$ cat src/rtl/debug_pkg.sv
// Shared definitions for the debug program loader: one-hot state encoding,
// default mode command bytes and word/byte helper constants.
package debug_pkg;

  localparam int NB_STATE = 9;
  typedef logic [NB_STATE-1:0] state_t;

  localparam state_t ST_IDLE      = 9'b0_0000_0001;
  localparam state_t ST_COUNT     = 9'b0_0000_0010;
  localparam state_t ST_LOAD      = 9'b0_0000_0100;
  localparam state_t ST_WRITE     = 9'b0_0000_1000;
  localparam state_t ST_WAIT_MODE = 9'b0_0001_0000;
  localparam state_t ST_STEP      = 9'b0_0010_0000;
  localparam state_t ST_RUN       = 9'b0_0100_0000;
  localparam state_t ST_DUMP      = 9'b0_1000_0000;
  localparam state_t ST_DONE      = 9'b1_0000_0000;

  localparam logic [7:0] MODE_STEP_DEF = 8'h0F;
  localparam logic [7:0] MODE_CONT_DEF = 8'hF0;

  localparam int NB_DATA_DEF    = 32;
  localparam int NB_BYTE_DEF    = 8;
  localparam int BYTES_PER_WORD = NB_DATA_DEF / NB_BYTE_DEF;
  localparam int NB_BYTECNT     = $clog2(BYTES_PER_WORD);

  // Counter width for n items that never collapses to zero bits.
  function automatic int cnt_width(input int n);
    return (n > 1) ? $clog2(n) : 1;
  endfunction

endpackage

$ cat src/rtl/byte_word_assembler.sv
// Packs a byte stream into NB_DATA-bit words; the completed word is presented
// combinationally alongside the final byte so the writer can register it at once.
module byte_word_assembler
  import debug_pkg::*;
#(
  parameter int NB_DATA    = 32,
  parameter int NB_BYTE    = 8,
  parameter int BIG_ENDIAN = 0
) (
  input  logic               clk,
  input  logic               clear,
  input  logic [NB_BYTE-1:0] data,
  input  logic               valid,
  output logic [NB_DATA-1:0] word,
  output logic               word_valid
);

  localparam int BPW   = NB_DATA / NB_BYTE;
  localparam int CNT_W = cnt_width(BPW);
  localparam logic [CNT_W-1:0] LAST = CNT_W'(BPW - 1);

  logic [CNT_W-1:0]   cnt;
  logic [NB_DATA-1:0] shadow;
  int                 slot;

  // NOTE: every variable written here gets a default first, so no latch can be inferred.
  always_comb begin
    word = shadow;
    slot = (BIG_ENDIAN != 0) ? (BPW - 1 - int'(cnt)) : int'(cnt);
    word[slot*NB_BYTE +: NB_BYTE] = data;
    word_valid = valid && (cnt == LAST);
  end

  // NOTE: shadow is datapath only and every slot is rewritten before use, so it carries no reset.
  always_ff @(posedge clk) begin
    if (clear) begin
      cnt <= '0;
    end else if (valid) begin
      shadow <= word;
      cnt    <= (cnt == LAST) ? '0 : cnt + 1'b1;
    end
  end

endmodule

$ cat src/rtl/debug_program_loader.sv
// Debug-unit core: loads a program from the UART byte stream into instruction
// memory, then gates the pipeline in step or continuous mode and requests dumps.
module debug_program_loader
  import debug_pkg::*;
#(
  parameter int                  NB_DATA       = 32,
  parameter int                  NB_BYTE       = 8,
  parameter int                  ADDRWIDTH     = 10,
  parameter int                  N_COUNT_BYTES = 1,
  parameter int                  BIG_ENDIAN    = 0,
  parameter logic [NB_BYTE-1:0]  MODE_STEP     = MODE_STEP_DEF,
  parameter logic [NB_BYTE-1:0]  MODE_CONT     = MODE_CONT_DEF
) (
  input  logic                         clock_i,
  input  logic                         reset_i,
  input  logic [NB_BYTE-1:0]           rx_data_i,
  input  logic                         rx_valid_i,
  input  logic                         halt_i,
  input  logic                         dump_done_i,
  output logic                         mem_wr_en_o,
  output logic [ADDRWIDTH-1:0]         mem_addr_o,
  output logic [NB_DATA-1:0]           mem_data_o,
  output logic                         proc_enable_o,
  output logic                         ack_debug_o,
  output logic                         dump_req_o,
  output logic                         cmd_error_o,
  output logic                         done_o,
  output logic [8*N_COUNT_BYTES-1:0]   loaded_count_o
);

  localparam int NB_COUNT = 8 * N_COUNT_BYTES;
  localparam int HDR_W    = cnt_width(N_COUNT_BYTES);
  localparam logic [HDR_W-1:0] HDR_LAST = HDR_W'(N_COUNT_BYTES - 1);

  state_t               state;
  logic [HDR_W-1:0]     hdr_cnt;
  logic [NB_COUNT-1:0]  n_instr;
  logic [NB_COUNT-1:0]  n_next;
  logic [NB_COUNT-1:0]  count_next;
  logic [ADDRWIDTH-1:0] word_idx;
  logic                 last_word;
  logic                 asm_valid;
  logic                 word_valid;
  logic [NB_DATA-1:0]   word;

  // A byte arriving during a non-final WRITE is already byte 0 of the next word.
  always_comb begin
    n_next = n_instr;
    n_next[int'(hdr_cnt)*8 +: 8] = rx_data_i[7:0];
    count_next = loaded_count_o + 1'b1;
    last_word  = (count_next == n_instr);
    asm_valid  = rx_valid_i && ((state == ST_LOAD) || ((state == ST_WRITE) && !last_word));
  end

  byte_word_assembler #(
    .NB_DATA    (NB_DATA),
    .NB_BYTE    (NB_BYTE),
    .BIG_ENDIAN (BIG_ENDIAN)
  ) u_assembler (
    .clk        (clock_i),
    .clear      (reset_i),
    .data       (rx_data_i),
    .valid      (asm_valid),
    .word       (word),
    .word_valid (word_valid)
  );

  // NOTE: all state and outputs update with non-blocking assignments so every output is a clean register.
  always_ff @(posedge clock_i) begin
    if (reset_i) begin
      state          <= ST_IDLE;
      hdr_cnt        <= '0;
      n_instr        <= '0;
      word_idx       <= '0;
      mem_wr_en_o    <= 1'b0;
      mem_addr_o     <= '0;
      mem_data_o     <= '0;
      proc_enable_o  <= 1'b0;
      ack_debug_o    <= 1'b0;
      dump_req_o     <= 1'b0;
      cmd_error_o    <= 1'b0;
      done_o         <= 1'b0;
      loaded_count_o <= '0;
    end else begin
      mem_wr_en_o <= 1'b0;
      cmd_error_o <= 1'b0;
      case (state)
        ST_IDLE, ST_COUNT: begin
          if (rx_valid_i) begin
            n_instr <= n_next;
            if (hdr_cnt == HDR_LAST) begin
              hdr_cnt <= '0;
              if (n_next == '0) begin
                state       <= ST_WAIT_MODE;
                ack_debug_o <= 1'b1;
              end else begin
                state <= ST_LOAD;
              end
            end else begin
              hdr_cnt <= hdr_cnt + 1'b1;
              state   <= ST_COUNT;
            end
          end
        end
        ST_LOAD: begin
          if (word_valid) begin
            state       <= ST_WRITE;
            mem_wr_en_o <= 1'b1;
            mem_addr_o  <= word_idx;
            mem_data_o  <= word;
          end
        end
        ST_WRITE: begin
          loaded_count_o <= count_next;
          word_idx       <= word_idx + 1'b1;
          if (last_word) begin
            state       <= ST_WAIT_MODE;
            ack_debug_o <= 1'b1;
          end else if (word_valid) begin
            // Single-byte words can complete while still in WRITE.
            mem_wr_en_o <= 1'b1;
            mem_addr_o  <= word_idx + 1'b1;
            mem_data_o  <= word;
          end else begin
            state <= ST_LOAD;
          end
        end
        ST_WAIT_MODE: begin
          if (rx_valid_i) begin
            if (rx_data_i == MODE_STEP) begin
              state         <= ST_STEP;
              ack_debug_o   <= 1'b0;
              proc_enable_o <= 1'b1;
            end else if (rx_data_i == MODE_CONT) begin
              state         <= ST_RUN;
              ack_debug_o   <= 1'b0;
              proc_enable_o <= 1'b1;
            end else begin
              cmd_error_o <= 1'b1;
            end
          end
        end
        ST_STEP: begin
          state         <= ST_DUMP;
          proc_enable_o <= 1'b0;
          dump_req_o    <= 1'b1;
        end
        ST_RUN: begin
          if (halt_i) begin
            state         <= ST_DUMP;
            proc_enable_o <= 1'b0;
            dump_req_o    <= 1'b1;
          end
        end
        ST_DUMP: begin
          if (dump_done_i) begin
            dump_req_o <= 1'b0;
            if (halt_i) begin
              state  <= ST_DONE;
              done_o <= 1'b1;
            end else begin
              state       <= ST_WAIT_MODE;
              ack_debug_o <= 1'b1;
            end
          end
        end
        ST_DONE: begin
          done_o <= 1'b1;
        end
        default: state <= ST_IDLE;
      endcase
    end
  end

endmodule
$ cat config.mk
export PLATFORM = sky130hd
export DESIGN_NAME = debug_program_loader
export DESIGN_NICKNAME = d
export VERILOG_FILES = /design/src/rtl/debug_pkg.sv /design/src/rtl/byte_word_assembler.sv /design/src/rtl/debug_program_loader.sv
export SDC_FILE = /design/constraint.sdc
export NUM_CORES = 1
export LEC_CHECK = 0
export CAP_MARGIN = 20
export CORE_ASPECT_RATIO = 0.8
export CORE_MARGIN = 2
export CORE_UTILIZATION = 50
export DETAILED_ROUTE_END_ITERATION = 10
export HOLD_SLACK_MARGIN = 0.08
export PLACE_DENSITY = 0.72
export SLEW_MARGIN = 20
export SYNTH_ARGS = -nofsm -noshare
export SYNTH_HDL_FRONTEND = slang
export SYNTH_SLANG_ARGS = --single-unit
$ cat constraint.sdc
create_clock -name clock_i -period 4.4 [get_ports clock_i]
set_clock_uncertainty 0.2 [all_clocks]
set_input_delay 1.32 -clock clock_i [delete_from_list [all_inputs] [get_ports clock_i]]
set_output_delay 1.32 -clock clock_i [all_outputs]
set_load 0.05 [all_outputs]
==> flow_metrics.tcl <==
set metrics [dict create \
    slowest_stage "clkdlybuf4s50_1" \
    ys.flop_type "dfxtp_1" \
    ioPinCount 69 \
    layout_common_cells "dfxtp_1 (84), nor2_1 (75), clkdlybuf4s50_1 (67), nand2_1 (58), mux2i_1 (42)" \
    layout_commonest_cell "dfxtp_1" \
    maxSlewHeadroom_pct 26.8 \
    cts_repair_resize_count 0 \
    syn_inst 535 \
    wl_mm 12.0 \
    fin_area_mm2 0.00652 \
    fill_cells 820 \
    setup_viol 0 \
    dieArea_mm2 0.0111 \
    drc 0 \
    final-hold-violation-count 0 \
    crit_required_ps 4530 \
    cts_buffer_depth 2 \
    startpoint_type "primary input" \
    n_antenna_cell 0 \
    rsz0062_at_grt "no" \
    yosysWarnings 0 \
    syn_to_final_growth_pct 27.1 \
    overflow 0 \
    ys_types 51 \
    multiInputGateArea_mm2 0.00224 \
    clk_pin_slew_worst_paths_ps 50 \
    crit_fanout 7 \
    worstPathArrival_ps 3540 \
    critPathMaxStageDelay_ps 550 \
    die_h_um 94.6 \
    numCtsBuffers 17 \
    htreeDepth 4 \
    critical_path.endpoint_type "flip-flop" \
    antenna_found_initial 0 \
    swShare_pct 23.1 \
    synthesis.area_mm2 0.00512 \
    final_nets 625 \
    drive_above_1_share_pct 8.91 \
    synth-edff-count 32 \
    p_per_area_mw_per_mm2 412 \
    synth.area.top_cells "dfxtp_1 (33%), edfxtp_1 (19%), mux2i_1 (8.2%), nor2_1 (5.5%), nand2_1 (4.2%)" \
    place_area_mm2 0.00593 \
    yosys.area.top_type "dfxtp_1" \
    dp.final_hpwl_mm 8.14 \
    drt-met1-wl_mm 5.71 \
    route.met2.wl_mm 5.45 \
    ant_nets 0 \
    p_clk_share_pct 51.2 \
    wl_met3_um 655 \
    grt_max_degree 81 \
    rows 33 \
    min_period_over_period_pct 77.6 \
    syn_area_per_cell_um2 9.58 \
    vdd_drop_max_mv 0.369 \
    finalSetupTns_ps 0 \
    cts_setup_buffers 0 \
    period_minus_slack_ps 3410 \
    first_pass_iters 4 \
    path_cells "clkdlybuf4s50_1 > nor4_1 > nand2_1 > nand3b_1 > o211ai_1 > a2111oi_0 > a21oi_1 > nor3_1" \
    fmax_mhz 293 \
    hold_path_class "reg2reg" \
    p_int_mw 2.06 \
    status "finished clean" \
    async_flop_share_pct 0 \
    synth_top_area_share_pct 32.8 \
    power_frac_comb_pct 6.6 \
    ys_ff_latch 116 \
    worstMarginPinSlew_ps 1080 \
    grt_pass1_wl_mm 19.4 \
    vias 4079 \
    cts_sinks 116 \
    fp.coreArea_mm2 0.0101 \
    power_frac_seq_pct 42.2 \
    path_class "in2reg" \
    maxCapViolations 0 \
    maxSlewViolCount 0 \
    die_x_um 117 \
    root_buffer "clkbuf_16" \
    insertion_delay_ps 410 \
    grt_usage_pct 23.0 \
    cts_tree "built" \
    vias_per_cell 5.39 \
    ys_seq_area_share_pct 51.6 \
    io_buffers 68 \
    regArea_mm2 0.00264 \
    top_layer "met4" \
    p_leak_nw 2.71 \
    synth_fp_nets 556 \
    dr.first_iter.drc_count 294 \
    grt_pass1_vias 3865 \
    gp_congestion 0.872 \
    initial_core_util_pct 50.7 \
    postCtsHoldBufs 0 \
    wl_per_cell_um 15.9 \
    netSwitchingPower_uw 621 \
]
cell families after synthesis:
group                      share of synthesized area, %
AOI/OAI and AO/OA                                  9.38
adders and majority gates                          1.95
xor gates and xnor gates                           4.79
DFF                                                51.6
and+or+nand+nor                                    19.1
muxes                                              8.42
buffers and inverters                              4.83
per-stage QoR:
| stage | setup slack (ps) | cells | power (mW) | hold slack [ps] | util, % |
|---|---|---|---|---|---|
| finish | 986 | 757 | 2.69 | 245 | 64.4 |
| global placement | 665 | 725 | 1.33 | 236 | 58.6 |
| global route | 740 | 757 | 2.77 | 273 | 64.4 |
| floorplan | 1020 | 535 | 1.27 | 272 | - |
| detailed placement | 604 | 725 | 1.33 | 239 | 58.6 |
| CTS | 999 | 757 | 2.70 | 247 | 64.4 |
routing by layer:
| metal | up-vias | track usage (%) |
|---|---|---|
| li1 | 1992 | - |
| met1 | 1946 | 31.1 |
| met2 | 123 | 35.3 |
| met3 | 18 | 6.35 |
| met4 | 0 | 8.04 |
| met5 | - | 0 |
sequential cells by signal, indices dropped and copies added (netlist names):
register            cells
word_idx               10
u_assembler.shadow     32
n_instr                 8
mem_addr_o             10
mem_data_o             32
cmd_error_o             1
dump_req_o              1
u_assembler.cnt         2
ack_debug_o             1
state                   8
done_o                  1
proc_enable_o           1
mem_wr_en_o             1
loaded_count_o          8
cell usage after synthesis (2+ instances only):
cell type,instances
clkbuf_1,13
xor2_1,18
inv_1,39
o21ai_0,33
nor2_1,75
xnor2_1,10
buf_2,9
nor3_1,16
a211oi_1,3
dfxtp_1,84
a31o_2,10
and4b_1,3
mux2i_1,42
edfxtp_1,32
ha_1,8
o21ai_1,2
nand2_1,58
and3_1,4
nor4_1,4
and4_1,3
nand2b_1,2
nand3_1,7
nor3b_1,2
nand4b_1,5
a21oi_1,13
nand3b_1,4
o211ai_1,5
nand4_1,8
cell type report:
cell class	instances	area share, %
Sequential cell	116	40.6
Multi-Input combinational cell	357	34.3
Timing Repair Buffer	73	11.1
Clock buffer	18	6.59
Tap cell	140	2.69
Clock inverter	14	2.48
Inverter	39	2.25
power groups by stage:
stage	Sequential (mW)	Combinational (mW)	Clock (mW)
floorplan	1.16	0.114	0
global placement	1.16	0.173	0
detailed placement	1.16	0.175	0
CTS	1.13	0.175	1.39
global route	1.14	0.195	1.44
finish	1.13	0.177	1.37
worst max-delay path: cells and delay by family:
kind / cells / cell delay (ps)
compound gates: 3 / 610
buf+inv: 1 / 550
simple gates: 4 / 1070
worst paths after layout:
kind,start,endpoint,slack (ps),cells past startpoint
setup / recovery,rx_data_i[4],ack_debug_o$_SDFFE_PP0P_,990,8
hold / removal,done_o$_SDFFE_PP0P_,done_o$_SDFFE_PP0P_,250,2
setup reg to reg,loaded_count_o[0]$_SDFFE_PP0N_,u_assembler.shadow[19]$_DFFE_PP_,1220,8
hold reg to reg,done_o$_SDFFE_PP0P_,done_o$_SDFFE_PP0P_,250,2
No activity file was read; power rests on OpenSTA's default activity.
